--- src/rtl/mem_fill_arbiter.sv ---
// mem_fill_arbiter: shares one main-memory port between I-cache block fills,
// D-cache block fills and D-cache write-through stores.
//
// Handshakes: every request (I_miss, D_miss, D_st) is a level held by the
// requester until its completion strobe (fill_done_I, fill_done_D, st_done).
// That strobe acts as the "ready" half of the pair. The requester drops the
// level on the clock edge that ends the strobe cycle. Requests are looked at
// only while the FSM sits in IDLE. mem_data_valid has no back-pressure: every
// beat seen in ISSUE or DRAIN is consumed that same cycle.
module mem_fill_arbiter (
    input  logic        clk,
    input  logic        rst,
    input  logic        I_miss,
    input  logic [15:0] I_miss_addr,
    input  logic        D_miss,
    input  logic [15:0] D_miss_addr,
    input  logic        D_st,
    input  logic [15:0] D_st_addr,
    input  logic [15:0] D_st_data,
    input  logic [15:0] mem_data_in,
    input  logic        mem_data_valid,
    output logic        mem_en,
    output logic        mem_wr,
    output logic [15:0] mem_addr,
    output logic [15:0] mem_data_out,
    output logic [15:0] fill_data,
    output logic [2:0]  fill_word,
    output logic        fill_wr_I,
    output logic        fill_wr_D,
    output logic        fill_done_I,
    output logic        fill_done_D,
    output logic        st_done,
    output logic        busy,
    output logic [2:0]  state_dbg
);

    typedef enum logic [2:0] {
        S_IDLE  = 3'd0,
        S_STORE = 3'd1,
        S_ISSUE = 3'd2,
        S_DRAIN = 3'd3,
        S_DONE  = 3'd4
    } state_t;

    state_t      state;
    state_t      state_nx;
    logic [2:0]  issue_cnt;
    logic [2:0]  rx_cnt;
    logic [11:0] base_blk;   // block number of the fill in progress
    logic        gnt_d;      // side of the fill in progress: 1 = D, 0 = I
    logic        last_d;     // side of the last completed fill: 1 = D, 0 = I
    logic        fill_req;
    logic        pick_d;
    logic        rx_fire;
    logic        rx_last;

    // The word offset inside a block is regenerated from issue_cnt, so the
    // low miss-address bits are intentionally not used.
    logic unused_lo;
    assign unused_lo = ^{I_miss_addr[3:0], D_miss_addr[3:0]};

    // Fill arbitration: a tie goes to the side that did not win last time.
    always_comb begin
        fill_req = I_miss | D_miss;
        if (I_miss && D_miss) begin
            pick_d = ~last_d;
        end else begin
            pick_d = D_miss;
        end
    end

    assign rx_fire = mem_data_valid && ((state == S_ISSUE) || (state == S_DRAIN));
    assign rx_last = rx_fire && (rx_cnt == 3'd7);

    // State register.
    always_ff @(posedge clk or posedge rst) begin
        if (rst) begin
            state <= S_IDLE;
        end else begin
            state <= state_nx;
        end
    end

    // Next-state logic: stores win over fills, and the 8th beat ends a fill
    // from either ISSUE or DRAIN.
    always_comb begin
        state_nx = state;
        case (state)
            S_IDLE: begin
                if (D_st) begin
                    state_nx = S_STORE;
                end else if (fill_req) begin
                    state_nx = S_ISSUE;
                end
            end
            S_STORE: state_nx = S_IDLE;
            S_ISSUE: begin
                if (rx_last) begin
                    state_nx = S_DONE;
                end else if (issue_cnt == 3'd7) begin
                    state_nx = S_DRAIN;
                end
            end
            S_DRAIN: begin
                if (rx_last) begin
                    state_nx = S_DONE;
                end
            end
            S_DONE:  state_nx = S_IDLE;
            default: state_nx = S_IDLE;
        endcase
    end

    // Fill bookkeeping: latch the block and side on grant, count issued and
    // returned words, and remember the winner once the fill completes.
    always_ff @(posedge clk or posedge rst) begin
        if (rst) begin
            issue_cnt <= 3'd0;
            rx_cnt    <= 3'd0;
            base_blk  <= 12'h000;
            gnt_d     <= 1'b0;
            last_d    <= 1'b0;
        end else begin
            if ((state == S_IDLE) && !D_st && fill_req) begin
                base_blk  <= pick_d ? D_miss_addr[15:4] : I_miss_addr[15:4];
                gnt_d     <= pick_d;
                issue_cnt <= 3'd0;
                rx_cnt    <= 3'd0;
            end
            if (state == S_ISSUE) begin
                issue_cnt <= issue_cnt + 3'd1;
            end
            if (rx_fire) begin
                rx_cnt <= rx_cnt + 3'd1;
            end
            if (state == S_DONE) begin
                last_d <= gnt_d;
            end
        end
    end

    // Outputs: the memory command comes from the state, and the fill strobes
    // follow returned beats combinationally.
    always_comb begin
        mem_en       = 1'b0;
        mem_wr       = 1'b0;
        mem_addr     = 16'h0000;
        mem_data_out = 16'h0000;
        fill_data    = 16'h0000;
        fill_word    = 3'd0;
        fill_wr_I    = 1'b0;
        fill_wr_D    = 1'b0;
        fill_done_I  = 1'b0;
        fill_done_D  = 1'b0;
        st_done      = 1'b0;
        case (state)
            S_STORE: begin
                mem_en       = 1'b1;
                mem_wr       = 1'b1;
                mem_addr     = D_st_addr;
                mem_data_out = D_st_data;
                st_done      = 1'b1;
            end
            S_ISSUE: begin
                mem_en   = 1'b1;
                mem_addr = {base_blk, 4'h0} + {12'h000, issue_cnt, 1'b0};
            end
            S_DONE: begin
                fill_done_I = ~gnt_d;
                fill_done_D = gnt_d;
            end
            default: ;
        endcase
        if (rx_fire) begin
            fill_data = mem_data_in;
            fill_word = rx_cnt;
            fill_wr_I = ~gnt_d;
            fill_wr_D = gnt_d;
        end
        busy      = (state != S_IDLE);
        state_dbg = state;
    end

endmodule

--- config.mk ---
export PLATFORM = sky130hd
export DESIGN_NAME = mem_fill_arbiter
export DESIGN_NICKNAME = d
export VERILOG_FILES = /design/src/rtl/mem_fill_arbiter.sv
export SDC_FILE = /design/constraint.sdc
export NUM_CORES = 1
export LEC_CHECK = 0
export BUFFER_PORTS_ARGS = -buffer_cell sky130_fd_sc_hd__buf_2
export CAP_MARGIN = 5
export CORE_ASPECT_RATIO = 0.8
export CORE_UTILIZATION = 40
export DETAILED_ROUTE_END_ITERATION = 10
export GPL_TIMING_DRIVEN = 0
export PLACE_DENSITY = 0.85
export SYNTH_ARGS = -nofsm -noshare
export SYNTH_HDL_FRONTEND = slang
export SYNTH_SLANG_ARGS = --single-unit
--- constraint.sdc ---
create_clock -name clk -period 3.83 [get_ports clk]
set_input_delay 0.383 -clock clk [delete_from_list [all_inputs] [get_ports clk]]
set_output_delay 0.383 -clock clk [all_outputs]
set_load 0.01 [all_outputs]
# Word-level counts from Yosys, hierarchy flattened
# Index checks and enable logic that the tools add are counted.
# word_totals
register_bits,23
elab_cells,55
# op_classes
n_addsub,3
eq_ne,9
muxes,21
bitwise,3
reduce_logical,13
# ops
cell,n
2-to-1 mux 16 bit,2
case mux 16 bit (2 select lines),1
2-to-1 mux 3 bit,9
adder 16 x 4 -> 16 bit,1
2-to-1 mux 12 bit,1
"equality test 3 bit, second input constant",3
case mux 3 bit (3 select lines),1
2-to-1 mux 1 bit,7
"adder 3 x 1 -> 3 bit, second input constant",2
"equality test 3 x 2 -> 1 bit, second input constant",2
"!= test 3 bit, second input constant",2
logical AND 1 bit,5
nonzero test 2 bit,2
"equality test 3 x 1 -> 1 bit, second input constant",1
zero test 3 bit,1
AND reduction 3 bit,1
nonzero test 3 bit,1
"!= test 2 bit, second input constant",1
inverter 1 bit,2
OR reduction 2 bit,1
zero test 1 bit,1
logical OR 1 bit,1
bitwise OR 1 bit,1

# Longest topological paths before layout
# Gate-level depths: netlist of run 1.
# logic_depth
word_depth,6
depth_mapped,5
ltp_nobuf,5

# Least setup slack after synthesis of run 1
# OpenSTA, ideal clock, no wires.
# synth_timing
path_kind,register to output
startpoint,"register state[1], in the netlist state_dbg[1]"
endpoint,output mem_addr[11]
t_arrival_ps,1404
t_required_ps,3447
slack_ps,2043
path_stages_with_launch,5
n_path_buf,2
path_cell_list,dfrtp_1 > buf_2 > nor3b_2 > buf_2 > a22o_1
# synth_via
elab_chain_len,2
# synth_rtl
element,line_no,rtl
start: declaration,45,state_t state;
start signal: assignment,80,state <= state_nx;
equality test 3 x 2 -> 1 bit or equality test 3 x 1 -> 1 bit (tied branches),156,case (state)
case mux 16 bit (2 select lines) (*),156,
end: declaration,24,"output logic [15:0] mem_addr,"
# Mark *: on every way between the ends. The rest lies on a longest branch, timed or not.

# Worst setup path in the final report of run 1
# layout_timing
startpoint,"register state[1], in the netlist state_dbg[1]"
endpoint,output mem_addr[13]
# The elaborated chain is that of the path after synthesis.

==> results of run 1 <==
[logic make-up after synthesis]
| logic type | Yosys count | synth area share, % |
|---|---|---|
| buffers and inverters | 14 | 4.964 |
| and+or+nand+nor | 66 | 25.45 |
| AOI/OAI and AO/OA | 26 | 12.45 |
| muxes | 25 | 17.73 |
| DFF | 23 | 36.25 |
| adders and majority gates | 4 | 3.152 |
[synth_stat cells]
cell type,n
o21ai_0,6
a21oi_1,1
a21o_1,1
nand2_1,13
ha_1,4
clkbuf_1,5
mux2_2,23
nor3_4,1
buf_2,3
nand3b_1,1
a31o_2,1
buf_4,2
nor3b_2,2
mux2_1,2
or3b_2,1
and3b_1,1
dfrtp_1,23
inv_1,2
nand2b_1,2
or3_4,1
o211ai_1,1
nor2_1,4
or2_2,1
and2_1,38
buf_6,2
a21boi_0,1
and3_1,1
a22o_1,15
[flip-flops by register name, summed over array words and instances, names as in the netlist]
register   cells
base_blk      12
issue_cnt      3
rx_cnt         3
state_dbg      3
gnt_d          1
last_d         1
[layout make-up]
cell class              instances  share of cell area (%)
well taps                      55                   2.869
plain buffers                  12                   2.973
clock inverters                 1                  0.2087
flip-flops and latches         23                   24.00
clock buffers                   3                   1.721
repair buffers                139                   29.00
multi-input cells             121                   38.91
inverters                       2                  0.3130
[worst max-delay path by stage]
stage              endpoint  slack, ns  cells after the start
6_report       mem_addr[13]       1.36                      5
3_5_place_dp   mem_addr[13]       1.65                      5
2_1_floorplan  mem_addr[11]       2.04                      4
4_1_cts         mem_addr[2]       1.35                      5
3_3_place_gp    mem_addr[1]       1.68                      5
5_1_grt        mem_addr[12]       1.22                      5
[per-layer routing]
| layer | vias up | share of wire (%) | GRT usage (%) | wire length (um) |
|---|---|---|---|---|
| li1 | 830 | - | - | - |
| met1 | 748 | 46 | 25.00 | 1896 |
| met2 | 47 | 50 | 33.51 | 2084 |
| met3 | 2 | 3.6 | 3.596 | 149 |
| met4 | 0 | 0.24 | 1.681 | 10 |
| met5 | - | 0 | 0 | 0 |
[through the flow]
step | cells | util [%] | setup WS [ns] | hold WS (ns) | area, um2
after floorplan | 158 | - | 2.043 | 0.3849 | 1588
after global placement | 352 | 61.84 | 1.679 | 0.4621 | 2352
after detailed placement | 352 | 61.84 | 1.650 | 0.4616 | 2352
after CTS | 356 | 63.06 | 1.353 | 0.3120 | 2399
after global routing | 356 | 63.06 | 1.222 | 0.3764 | 2399
final | 356 | 63.06 | 1.364 | 0.2919 | 2399
[critical path, delay by kind of cell (launching register included)]
kind	cells	cell delay (ns)
flip-flops	1	0.34
AND/OR/NAND/NOR	1	0.63
buffers and inverters	3	0.67
AO/OA/AOI/OAI	1	0.18
[report_power, final]
part	internal (mW)	total, mW	switching, mW
Sequential	0.358	0.434	0.0760
Clock	0.0725	0.147	0.0747
Combinational	0.449	0.881	0.432
==> flow_summary.ini, run 1 <==
[routing]
routed_wl_um = 4140
wl_per_cell_um = 11.63
first_pass_iters = 4
via_per_inst = 4.570
vias = 1627
drc_errors = 0
ant_nets = 0
drt_iter0_drc = 54

[synthesis]
yosysTopAreaCell = dfrtp_1
yosys.area.top_type_share_pct = 36.25
syn_nets = 248
ys_warn_count = 0
syn_area_um2 = 1588
synthDistinctLibCells = 28
syn_area_per_cell_um2 = 10.05
ys_seq_area_share_pct = 36.25
syn_inst = 158
ys_top_cells_by_area = dfrtp_1 (36%), mux2_2 (16%), and2_1 (15%), a22o_1 (8.3%), ha_1 (3.2%)
ys_ff_latch = 23

[setup_path]
crit_fanout = 10
required_ns = 3.45
cp-end-kind = primary output
worstRegToRegCells = 4
r2r-start = last_d
timing.rr.end = base_blk[3]
crit_path_max_incr_delay_ns = 0.63
crit_chain = buf_2 -> nor3b_2 -> buf_2 -> a22o_1 -> buf_2
worstPathArrival_ns = 2.08
path_class = register to primary output
critical_path.slowest_cell = nor3b_2
cp-startpoint = state_dbg[1]
critPathLaunchType = register
worst_path_most_repeated_cell = buf_2
rrSetupSlack_ns = 1.85

[finish]
regArea_um2 = 575.6
fillers = 349
area_growth_pct = 51.06
drive_gt1_share_pct = 59.80
antenna_cells = 0
layout_commonest_cell = buf_2
layout_common_cells = buf_2 (142), and2_1 (38), mux2_2 (23), dfrtp_1 (23), a22o_1 (15)
multi_input_area_um2 = 933.4
fin_nets = 392

[job]
maxCapViolations = 0

[die]
fp.dieW_um = 72.44
num_rows = 20
core_um2 = 3804
ioPinCount = 148
die_h_um = 58.35
start_util_pct = 41.74
dieArea_um2 = 4227

[clock_tree]
postCtsHoldBufs = 0
cts_tree = yes
cts_setup_buffers = 0
cts.reportedPaths.clkPinSlew_ns = 0.08
cts.repair.resized = 0
clock_latency_ns = 0.26
cts.sinks = 23
cts_inserted_buffers = 3
h-tree-depth = 1
clockRootBuffer = clkbuf_8
cts_buffer_depth = 2

[sta]
fmax_ghz = 0.4055
period_needed_ns = 2.466
tightest_slew_ns = 0.8678
post-route-period-util_pct = 64.39
finalSetupViolations = 0
rsz0062_at_grt = false
slew_headroom_pct = 42.08
finClkSkew_ns = 0.004118
hold_viol_final = 0
maxSlewViolCount = 0
setup_tns_ns = 0

[worst_hold_path]
hold_path_class = input pin to async pin

[placed_design]
place.gp.congestion = 0.7126
dp_hpwl_um = 3369
io_buffers = 139

[pwr]
leakagePower_nw = 1.356
p_per_area_nw_per_um2 = 609.5
finalPower_mw = 1.462
max-vdd-ir-drop_mv = 0.3173

[global_route]
grt_util_all_layers_pct = 18.86
antenna_found_initial = 0
grt_max_degree = 24
grt_overflow = 0
grt_pass1_wl_um = 6244
grt_pass1_vias = 1378

[status]
outcome = completed
Note: power is estimated with default switching activity, not from simulation.
==> run 2: changes to the inputs <==
Settings changed: ABC_AREA from default to 1, CORE_UTILIZATION 40 to 35, PLACE_DENSITY 0.85 to 0.76.
Clock period 3.83 ns to 2.13 ns, I/O delays scaled along.
==> run 2 against run 1 <==
Hold slack got worse by 0.16 ns. Utilization shrank 8.3 points. Total power increased by 93%. Combinational power up 100%. Via count increased by 27%. Critical endpoint is now mem_addr[14]. Highest routed layer unchanged. Synthesized area rose by 13%. First-iteration DRC count rose by 24%.
==> flow_summary.ini, run 2 <==
[setup_path]
rrSetupSlack_ns = 0.69
cp-startpoint = state_dbg[2]
path_class = register to primary output
worstRegToRegCells = 7
timing.rr.end = base_blk[7]
required_ns = 1.92
cp-end-kind = primary output
critPathLaunchType = register
r2r-start = state_dbg[2]
worstPathArrival_ns = 1.74
crit_fanout = 11

[routing]
vias = 2067
first_pass_iters = 4
via_per_inst = 4.297
highest_layer = met4
m1WireLength_um = 2255
met2_length_um = 2326
wl_per_cell_um = 10.40
met3_length_um = 408
routed_wl_um = 5000
drc_errors = 0
ant_nets = 0
drt_iter0_drc = 67

[clock_tree]
cts_tree = yes
cts.sinks = 23
h-tree-depth = 1
clock_latency_ns = 0.26
cts_setup_buffers = 0
cts.repair.resized = 0
cts_buffer_depth = 2
cts_inserted_buffers = 3
clockRootBuffer = clkbuf_8
cts.reportedPaths.clkPinSlew_ns = 0.08
postCtsHoldBufs = 0

[synthesis]
syn_inst = 278
ys_seq_area_share_pct = 32.12
synth_xor_xnor_area_share_pct = 0
syn_area_per_cell_um2 = 6.445
syn_nets = 368
synthDistinctLibCells = 24
synth_compound_area_share_pct = 13.27
syn_area_um2 = 1792
ys_ff_latch = 23
synthTopCellsByCount = nand2_1 (87), inv_1 (60), nor2_1 (42)
ys_warn_count = 0
synth_ff_type = dfrtp_1
ys_top_cells_by_area = dfrtp_1 (32%), nand2_1 (18%), inv_1 (13%), o21ai_2 (9.3%), nor2_1 (8.8%)
yosysMostFrequentCell = nand2_1
synth_top_family_by_area = simple AND/OR/NAND/NOR gates
synthMuxAreaShare_pct = 0
yosys.area_share.simple_pct = 33.17
synth_edf_count = 0
async_reset_ff_share_pct = 100.0
synthAdderAreaFrac_pct = 2.793
yosysTopAreaCell = dfrtp_1
yosys.area.top_type_share_pct = 32.12

[sta]
finClkSkew_ns = 0.001223
maxSlewViolCount = 0
hold_viol_final = 0
rsz0062_at_grt = false
finalSetupViolations = 0
post-route-period-util_pct = 91.75
slew_headroom_pct = 40.76
fin_ws_ns = 0.1756
setup_tns_ns = 0
tightest_slew_ns = 0.8876
period_needed_ns = 1.954
fmax_ghz = 0.5117

[finish]
layout_commonest_cell = buf_2
area_growth_pct = 45.53
antenna_cells = 0
largest_reg_flops = 12
finalInstanceArea_um2 = 2608
fin_nets = 512
fillers = 503
drive_gt1_share_pct = 42.76
layout_common_cells = buf_2 (143), nand2_1 (87), inv_1 (60), nor2_1 (42), dfrtp_1 (23)
regMostFlops = base_blk

[die]
num_rows = 22
fp.dieW_um = 82.00
core_um2 = 4762
ioPinCount = 148
dieArea_um2 = 5411
start_util_pct = 37.62
die_h_um = 66.00

[status]
outcome = completed

[placed_design]
place.gp.congestion = 0.7892
dp_hpwl_um = 4055
place_area_um2 = 2562
place_ws_ns = 0.4461
io_buffers = 139

[global_route]
antenna_found_initial = 0
grt_pass1_vias = 1775
grt_util_all_layers_pct = 18.31
grt_pass1_wl_um = 7707
grt_max_degree = 24
grt_overflow = 0

[job]
maxCapViolations = 0

[pwr]
p_per_area_nw_per_um2 = 1084
max-vdd-ir-drop_mv = 0.5347
leakagePower_nw = 1.758

[worst_hold_path]
hold_path_class = input pin to async pin
run 2: cell types whose count changed after synthesis, sizes merged, moves of 4 or more:
| cell | delta |
|---|---|
| nand2 | +76 |
| o21ai | +21 |
| mux2 | -25 |
| and2 | -38 |
| a22o | -12 |
| clkbuf | -4 |
| inv | +63 |
| nor2 | +39 |
| nand3 | +9 |
run 2: how the worst max path moves through the flow:
| stage | end | cells after the start | slack [ns] |
|---|---|---|---|
| 4_1_cts | mem_addr[15] | 7 | 0.15 |
| 2_1_floorplan | mem_addr[14] | 6 | 0.69 |
| 5_1_grt | mem_addr[14] | 7 | 0.002 |
| 6_report | mem_addr[14] | 7 | 0.18 |
| 3_3_place_gp | mem_addr[14] | 7 | 0.44 |
| 3_5_place_dp | mem_addr[15] | 7 | 0.45 |
run 2: cell type report:
class | instances | area (um2) | share of cell area, %
plain buffers | 10 | 85.08 | 3.263
clock buffers | 4 | 45.04 | 1.727
inverters | 65 | 249.0 | 9.549
multi-input cells | 180 | 882.1 | 33.83
flip-flops and latches | 23 | 575.6 | 22.07
well taps | 60 | 75.07 | 2.879
repair buffers | 139 | 695.7 | 26.68
run 2: cells by family after synthesis:
group | after synthesis
fa+ha+maj | 4
simple gates | 145
flops | 23
compound gates | 31
buf+inv | 75
run 2: power by group:
group	internal [mW]	switching (mW)
clock	0.133	0.133
combinational	0.733	1.07
sequential	0.633	0.127
run 2: worst max-delay path, cell delays in order (launching register included):
cell and delay (ns):
dfrtp_1 0.47, nor2_2 0.21, nand2_2 0.16, inv_2 0.20, buf_6 0.17, nand2_1 0.05
o21ai_0 0.06, buf_2 0.16
run 2: metal layers:
| layer | global-route usage (%) | up-vias |
|---|---|---|
| met5 | 0 | - |
| met4 | 1.316 | 0 |
| met3 | 4.138 | 2 |
| met2 | 33.16 | 89 |
| met1 | 22.78 | 870 |
| li1 | - | 1106 |
run 2: stage by stage:
step                      utilization [%]  std cells  hold slack, ns  power (mW)
after floorplan                         -        278          0.2149       1.957
after global placement              53.81        477          0.4410       2.541
after detailed placement            53.81        477          0.4482       2.591
after CTS                           54.76        481          0.1589       2.869
after global routing                54.76        481          0.2241       3.124
final                               54.76        481          0.1310       2.826
==> run 3: changes to the inputs <==
Settings changed: ABC_AREA 1 to default, CORE_UTILIZATION 35 to 33, PLACE_DENSITY 0.76 to 0.75.
==> run 3 against run 2 <==
Fmax shrank 3.7%. Critical endpoint is now base_blk[3]. Sequential share of layout area increased by 1.6 points. Count of clock-buffer cells in the layout decreased by 1. Critical path depth decreased by 3. Sequential cell count unchanged. Register-to-register slack worse by 0.59 ns. Global-route usage is 1.6 points lower.
==> flow_summary.ini, run 3 (synthesis gave the netlist of run 1 again) <==
[setup_path]
timing.rr.end = base_blk[3]
r2r-start = last_d
required_ns = 2.28
path_class = register to register
worstPathArrival_ns = 2.18
rrSetupSlack_ns = 0.10
worstRegToRegCells = 4
critPathLaunchType = register
crit_fanout = 10
cp-end-kind = register

[worst_hold_path]
hold_path_class = input pin to async pin

[pwr]
max-vdd-ir-drop_mv = 0.7385
leakagePower_nw = 1.372
p_per_area_nw_per_um2 = 1111

[placed_design]
place_ws_ns = 0.06179
place_area_um2 = 2359
place.gp.congestion = 0.7455
dp_hpwl_um = 3511
io_buffers = 139

[clock_tree]
cts.sinks = 23
cts_tree = yes
postCtsHoldBufs = 0
cts_inserted_buffers = 3
cts.reportedPaths.clkPinSlew_ns = 0.08
clockRootBuffer = clkbuf_8
cts_buffer_depth = 2
clock_latency_ns = 0.26
h-tree-depth = 1

[status]
outcome = completed

[job]
maxCapViolations = 0

[sta]
setup_tns_ns = 0
rsz0062_at_grt = false
fmax_ghz = 0.4928
maxSlewViolCount = 0
finalSetupViolations = 0
hold_viol_final = 0
fin_ws_ns = 0.1006
post-route-period-util_pct = 95.27
slew_headroom_pct = 41.22
finClkSkew_ns = 0.001465
period_needed_ns = 2.029
tightest_slew_ns = 0.8808

[routing]
ant_nets = 0
first_pass_iters = 5
vias = 1626
via_per_inst = 4.479
routed_wl_um = 4457
wl_per_cell_um = 12.28
drt_iter0_drc = 48
drc_errors = 0

[global_route]
grt_max_degree = 24
grt_overflow = 0
grt_pass1_vias = 1327
grt_util_all_layers_pct = 16.75
grt_pass1_wl_um = 6610
antenna_found_initial = 0

[finish]
drive_gt1_share_pct = 60.40
finalInstanceArea_um2 = 2434
fin_util_pct = 52.94
layout_common_cells = buf_2 (142), and2_1 (38), mux2_2 (23), dfrtp_1 (23), a22o_1 (15)
antenna_cells = 0
fin_nets = 394
layout_commonest_cell = buf_2
area_growth_pct = 53.27
regMostFlops = base_blk
largest_reg_flops = 12

[die]
ioPinCount = 148
dieArea_um2 = 5094
core_um2 = 4597
fp.dieW_um = 79.55
start_util_pct = 34.54
die_h_um = 64.04
num_rows = 22
## run 3: layout make-up
cell class | count | area [um2]
Buffer | 12 | 72.57
Multi-Input combinational cell | 121 | 945.9
Sequential cell | 23 | 575.6
Tap cell | 60 | 75.07
Clock inverter | 1 | 5.005
Inverter | 2 | 7.507
Clock buffer | 3 | 41.29
Fill cell | 441 | 2163
Timing Repair Buffer | 141 | 710.7
## run 3: how the worst max path moves through the flow
stage | slack [ns] | to | startpoint
after floorplan | 0.36 | base_blk[0] | state_dbg[2]
after global placement | 0.07 | mem_addr[1] | state_dbg[1]
after detailed placement | 0.06 | mem_addr[2] | state_dbg[1]
after CTS | 0.06 | base_blk[3] | last_d
after global routing | 0.0005 | base_blk[3] | last_d
final | 0.10 | base_blk[3] | last_d
## run 3: power by group
part	total [mW]	switching (mW)	leakage [nW]	internal, mW
Clock	0.273	0.142	0.0255	0.131
Sequential	0.784	0.141	0.281	0.643
Combinational	1.65	0.802	1.07	0.845
## run 3: repair_timing
action	CTS	global route
gates resized for setup	3	0
pin swaps	0	0
setup buffers	1	1
setup endpoints to repair	12	12
## run 3: per-stage QoR
step	hold slack (ns)	total power [mW]	cells
after floorplan	0.2149	1.803	158
after global placement	0.4527	2.362	357
after detailed placement	0.4544	2.393	357
after CTS	0.1631	2.728	362
after global routing	0.2026	2.933	363
final	0.1231	2.703	363
## run 3: worst max-delay path, cell delays in order (launching register included)
cell	delay [ns]
dfrtp_1	0.38
a21boi_0	0.51
buf_2	0.39
mux2_2	0.38
mux2_2	0.26
## run 3: metal layers
metal | track usage, % | share of wire (%)
met4 | 2.955 | 0.43
met1 | 24.38 | 48
met2 | 25.21 | 47
met3 | 3.857 | 4.8
met5 | 0 | 0
